$ cat src/rtl/text_fetch_sched.sv
// Text-mode fetch scheduler: reads one {color,char} cell ahead of the beam from a
// single-port text RAM, shares that port with a host write path and overlays a
// blinking cursor on the fetched cell.
// Latency: RAM read at cx==5, data captured at cx==6, shown from cx==0 of the next cell.
// Backpressure: display fetch has fixed priority; o_wr_ready drops only in a fetch
// cycle, so a host request waits at most one cycle.
//
// Ports:
//   i_clk, i_rst_n         pixel clock, async active-low reset
//   i_x, i_y               beam position from the timing generator
//   i_cursor_en/_addr      cursor overlay enable and cell address
//   i_wr_valid/_addr/_data host write request; o_wr_ready accepts it
//   o_ram_en/_we/_addr/_wdata, i_ram_rdata   single-port text RAM interface
//   o_char, o_color        glyph index and palette select for the current cell
module text_fetch_sched #(
  parameter int COLS         = 80,
  parameter int ROWS         = 60,
  parameter int H_TOTAL      = 800,
  parameter int V_TOTAL      = 525,
  parameter int ADDR_W       = 13,
  parameter int BLINK_FRAMES = 30
) (
  input  logic              i_clk,
  input  logic              i_rst_n,
  input  logic [10:0]       i_x,
  input  logic [10:0]       i_y,
  input  logic              i_cursor_en,
  input  logic [ADDR_W-1:0] i_cursor_addr,
  input  logic              i_wr_valid,
  input  logic [ADDR_W-1:0] i_wr_addr,
  input  logic [6:0]        i_wr_data,
  output logic              o_wr_ready,
  output logic              o_ram_en,
  output logic              o_ram_we,
  output logic [ADDR_W-1:0] o_ram_addr,
  output logic [6:0]        o_ram_wdata,
  input  logic [6:0]        i_ram_rdata,
  output logic [4:0]        o_char,
  output logic [1:0]        o_color
);

  localparam logic [6:0] BLANK    = 7'b11_00000;
  localparam int         CELLS    = COLS * ROWS;
  // Last cell of the whole line (blanking included); its slot prefetches cell 0 of the next line.
  localparam logic [7:0] LAST_COL = 8'(H_TOTAL / 8 - 1);
  // Cells up to COLS-2 prefetch a visible successor; COLS-1 has none on this line.
  localparam logic [7:0] LAST_SRC = 8'(COLS - 1);
  localparam int         FC_W     = (BLINK_FRAMES > 1) ? $clog2(BLINK_FRAMES) : 1;

  logic [7:0]        col;
  logic [2:0]        cx;
  logic              slot;
  logic              fetch;
  logic [7:0]        tcol;
  logic [10:0]       tline;
  logic [7:0]        trow;
  logic [ADDR_W-1:0] fetch_addr;
  logic              cursor_hit;
  logic              wr_in_range;

  logic              fetch_d;
  logic              hit_d;
  logic [6:0]        pend;
  logic [FC_W-1:0]   frame_cnt;
  logic              blink_phase;

  assign col = i_x[10:3];
  assign cx  = i_x[2:0];

  // Target cell of the fetch slot in this cell period.
  always_comb begin
    tcol  = 8'd0;
    tline = i_y;
    if (col == LAST_COL) begin
      tcol  = 8'd0;
      tline = (i_y == 11'(V_TOTAL - 1)) ? 11'd0 : i_y + 11'd1;
    end else begin
      tcol  = col + 8'd1;
      tline = i_y;
    end
    trow       = tline[10:3];
    slot       = (cx == 3'd5) && ((col < LAST_SRC) || (col == LAST_COL));
    fetch      = slot && (trow < 8'(ROWS));
    fetch_addr = ADDR_W'(trow) * ADDR_W'(COLS) + ADDR_W'(tcol);
  end

  assign cursor_hit  = i_cursor_en && (fetch_addr == i_cursor_addr) && blink_phase;
  assign wr_in_range = (32'(i_wr_addr) < 32'(CELLS));

  // RAM port arbitration: a display fetch owns the port; every other cycle belongs to the host.
  // Out-of-range host writes still handshake but never reach the RAM.
  always_comb begin
    o_wr_ready  = 1'b1;
    o_ram_en    = 1'b0;
    o_ram_we    = 1'b0;
    o_ram_addr  = i_wr_addr;
    o_ram_wdata = i_wr_data;
    if (fetch) begin
      o_wr_ready  = 1'b0;
      o_ram_en    = 1'b1;
      o_ram_we    = 1'b0;
      o_ram_addr  = fetch_addr;
      o_ram_wdata = '0;
    end else begin
      o_ram_en = i_wr_valid && wr_in_range;
      o_ram_we = i_wr_valid && wr_in_range;
    end
  end

  // Three-stage cell pipeline: issue (cx5) -> capture (cx6) -> present (cx7 edge).
  // pend resets to blank so nothing but blank reaches the output until a real fetch drains through.
  always_ff @(posedge i_clk or negedge i_rst_n) begin
    if (!i_rst_n) begin
      fetch_d <= 1'b0;
      hit_d   <= 1'b0;
      pend    <= BLANK;
      o_char  <= 5'd0;
      o_color <= 2'b11;
    end else begin
      if (cx == 3'd5) begin
        fetch_d <= fetch;
        hit_d   <= fetch && cursor_hit;
      end
      if (cx == 3'd6) begin
        if (fetch_d)
          pend <= hit_d ? {2'b01, i_ram_rdata[4:0]} : i_ram_rdata;
        else
          pend <= BLANK;
      end
      if (cx == 3'd7) begin
        {o_color, o_char} <= pend;
      end
    end
  end

  // Blink timebase: one tick per frame at the top-left pixel.
  always_ff @(posedge i_clk or negedge i_rst_n) begin
    if (!i_rst_n) begin
      frame_cnt   <= '0;
      blink_phase <= 1'b0;
    end else if ((i_x == 11'd0) && (i_y == 11'd0)) begin
      if (frame_cnt == FC_W'(BLINK_FRAMES - 1)) begin
        frame_cnt   <= '0;
        blink_phase <= ~blink_phase;
      end else begin
        frame_cnt <= frame_cnt + 1'b1;
      end
    end
  end

endmodule
$ cat config.mk
export PLATFORM = sky130hd
export DESIGN_NAME = text_fetch_sched
export DESIGN_NICKNAME = d
export VERILOG_FILES = /design/src/rtl/text_fetch_sched.sv
export SDC_FILE = /design/constraint.sdc
export NUM_CORES = 1
export LEC_CHECK = 0
export BUFFER_PORTS_ARGS = -buffer_cell sky130_fd_sc_hd__clkbuf_2
export CAP_MARGIN = 5
export CORE_ASPECT_RATIO = 1.25
export CORE_UTILIZATION = 55
export CTS_BUF_LIST = sky130_fd_sc_hd__clkbuf_8
export CTS_CLUSTER_DIAMETER = 30
export DETAILED_ROUTE_END_ITERATION = 6
export PLACE_DENSITY_LB_ADDON = 0.25
export SYNTH_ARGS = -nofsm -noshare
export SYNTH_HDL_FRONTEND = slang
export SYNTH_SLANG_ARGS = --single-unit
export TNS_END_PERCENT = 5
$ cat constraint.sdc
create_clock -name i_clk -period 8.6 [get_ports i_clk]
set_input_delay 0.43 -clock i_clk [delete_from_list [all_inputs] [get_ports i_clk]]
set_output_delay 0.43 -clock i_clk [all_outputs]
set_load 0.02 [all_outputs]
==> key figures <==
STA
  • Final Setup Violations: 0
  • RSZ-0062 raised after global routing: false
  • Hold Violations, Final: 0
  • Worst-Margin Slew: roughly 0.68 ns
  • Final Max Slew Viols: 0
  • Worst Skew: between 0.005 and 0.006 ns
  • Crit path time final: about 5.3 ns
  • Final Cycle Share: between 60% and 70%
  • Slew HR: between 50% and 60%
  • Max Freq: approximately 0.19 GHz
  • Setup TNS: 0 ns

Synthesis
  • Synthesis warning total: 0
  • Largest cells by area after synthesis: dfrtp_1 (18%), ha_1 (9.2%), xnor2_1 (7.5%)
  • Cell with the most instances after synthesis: nand2_1
  • Post-synth EDFFs: 0
  • Ys flop type: dfrtp_1
  • Register area share after synthesis: around 23%
  • Gate Count Post-Synth: 277
  • Syn Nets: 363
  • Largest area contributor in the netlist: dfrtp_1
  • Yosys reg bits: 22
  • Mapped Area: about 2500 µm²
  • Synth cell types: 52
  • Mean Syn Cell Area: between 8 and 9 µm²
  • Synth top area share: a little under a fifth
  • Most instantiated cells after synthesis: nand2_1 (26), nor2_1 (21), xnor2_1 (21), dfrtp_1 (18), ha_1 (18)
  • Async S/R FF share, synth: 100%

Final layout
  • Syn-to-layout area delta: 22.2%
  • Sequential cell area: between 500 and 600 µm²
  • Final Non-Filler Cells: between 400 and 500
  • Area of the multi-input gates: 1800 µm²
  • N_diodes: 0
  • Fillers: roughly 350
  • Nets: 455
  • Share of cells above drive strength 1: around a third

Floorplan
  • FP Rows: 26
  • I/O pin total: between 90 and 100
  • Core area: between 4000 and 5000 µm²
  • DIE AREA: between 4000 and 5000 µm²
  • Starting Density: roughly three fifths
  • Die width: around 60 µm
  • Die height: 76.7 µm

Status
  • Outcome: finished clean

Clocking
  • Clock sink count: 22
  • Clock transition at path regs: 0.08 ns
  • Clock Tree Buf Depth: 2
  • CTS buffer count: 3
  • Root buf cell: clkbuf_8
  • CTS tree: done
  • # Post-CTS Setup Buffers: 0
  • Post-CTS sizing: 0
  • Worst-skew pair later-pin latency: 0.26 ns
  • H-tree depth: 1
  • Hold Buf Count CTS: 0

Run
  • Max-Cap Viols: 0

Detailed routing
  • ANT nets after route: 0
  • # DRC: 0
  • Via density: between 5 and 6
  • Routed WL: approximately 5500 µm
  • Avg WL per Cell: 13.0 µm
  • First DRT Iteration DRCs: 99
  • Drt first pass iters: 4
  • Vias: 2,326

Power and ir drop
  • PD cells: around 110 nW/µm²
  • Leakage Power: roughly 0.0015 µW
  • Worst vdd ir: about 0.000055 V

Global routing
  • Vias in the first global route: 2,150
  • Initial antenna violation count: 0
  • GRT Residual Overflow: 0
  • First-pass GRT wire length: 9160 µm
  • Total GRT Usage: about a quarter
  • Largest net degree at the start of global routing: 23

Critical path
  • CP Capture Type: output port
  • Crit path max fanout: 7
  • Crit start category: primary input
  • CP Class: primary input to output port
  • WP data arrival: roughly 5 ns
  • WP data required: just over 8 ns

Hold path
  • Hold WC Path Type: primary input to async pin

Place
  • Placer Congestion: around 0.9
  • Port Buf Inserts: 95
  • Post-detail-place hpwl: 4680 µm
  • Post-placement cell count: 420
layer usage:
layer,share of wire [%],up-vias,global-route usage [%]
met5,0,-,0
met4,0.62,0,6.22
met3,4.9,2,1.69
met1,42,1069,29.5
li1,-,1182,-
met2,53,73,45.7
layout make-up:
class / count / area share, %
inverter: 12 / 1.50
clock inverter: 1 / 0.125
sequential: 22 / 18.5
tap: 56 / 2.34
timing repair buffer: 96 / 16.1
clock buffer: 3 / 1.38
multi-input combinational: 234 / 60.1
placed cells by master (no fill, tap or decap), types with 9 or more instances in the layout:
master	count
ha_1	18
nor2b_1	9
dfrtp_1	18
mux2_2	11
xnor2_1	21
nor2_1	21
inv_1	13
nand3_1	11
nand2_1	26
o21ai_0	13
a21oi_1	9
clkbuf_2	95
worst paths after layout:
path	start	end	slack (ns)	depth (start not counted)
max in group asynchronous	i_rst_n	pend[5]	8.09	1
hold / removal	i_rst_n	o_char[3]	0.14	1
hold reg to reg	blink_phase	blink_phase	0.48	1
setup / recovery	i_x[10]	o_ram_addr[12]	3.26	15
setup reg to reg	blink_phase	hit_d	6.79	6
min in group i_clk	i_ram_rdata[1]	pend[1]	0.41	3
worst max-delay path, cell delays in order:
cell       delay [ns]
clkbuf_2         0.11
or4_1            0.68
or2_1            0.34
nor3_1           0.37
xor2_1           0.26
ha_1             0.28
ha_1             0.24
fa_1             0.42
xnor2_1          0.19
a2111oi_0        0.52
and4bb_2         0.36
xor2_1           0.21
xnor2_1          0.08
mux2_2           0.26
clkbuf_2         0.15
metrics by stage:
step	hold WS, ns	utilization (%)	total power (µW)	setup slack, ns	area [µm²]
floorplan	0.134	-	231	3.88	2460
global placement	0.432	70.4	277	3.41	2960
detailed placement	0.436	70.4	281	3.26	2960
CTS	0.154	71.5	343	3.25	3000
global route	0.182	71.5	365	2.99	3000
finish	0.140	71.5	341	3.26	3000
power breakdown:
group / switching (µW) / total, µW / internal, µW
Sequential: 4.31 / 118 / 114
Clock: 30.2 / 62.0 / 31.7
Combinational: 82.9 / 161 / 77.7
Total: 117 / 341 / 223
state kept, by name (all words and copies together), names as in the netlist:
name and flops:
o_char 5, frame_cnt 5, hit_d 1, blink_phase 1, fetch_d 1, o_color 2
pend 7
cells by family (layout without fill, tap and decap cells):
group                    Yosys count  count (layout)  share of synthesized area (%)
AO/OA/AOI/OAI                     47              47                           12.8
XOR/XNOR                          34              34                           14.7
adder cells (fa/ha/maj)           20              20                           10.8
buffers and inverters             21             112                           4.13
flip-flops                        22              22                           22.6
multiplexers                      21              21                           10.5
AND/OR/NAND/NOR                  112             112                           24.4
Power figures use the tool's default switching activity.
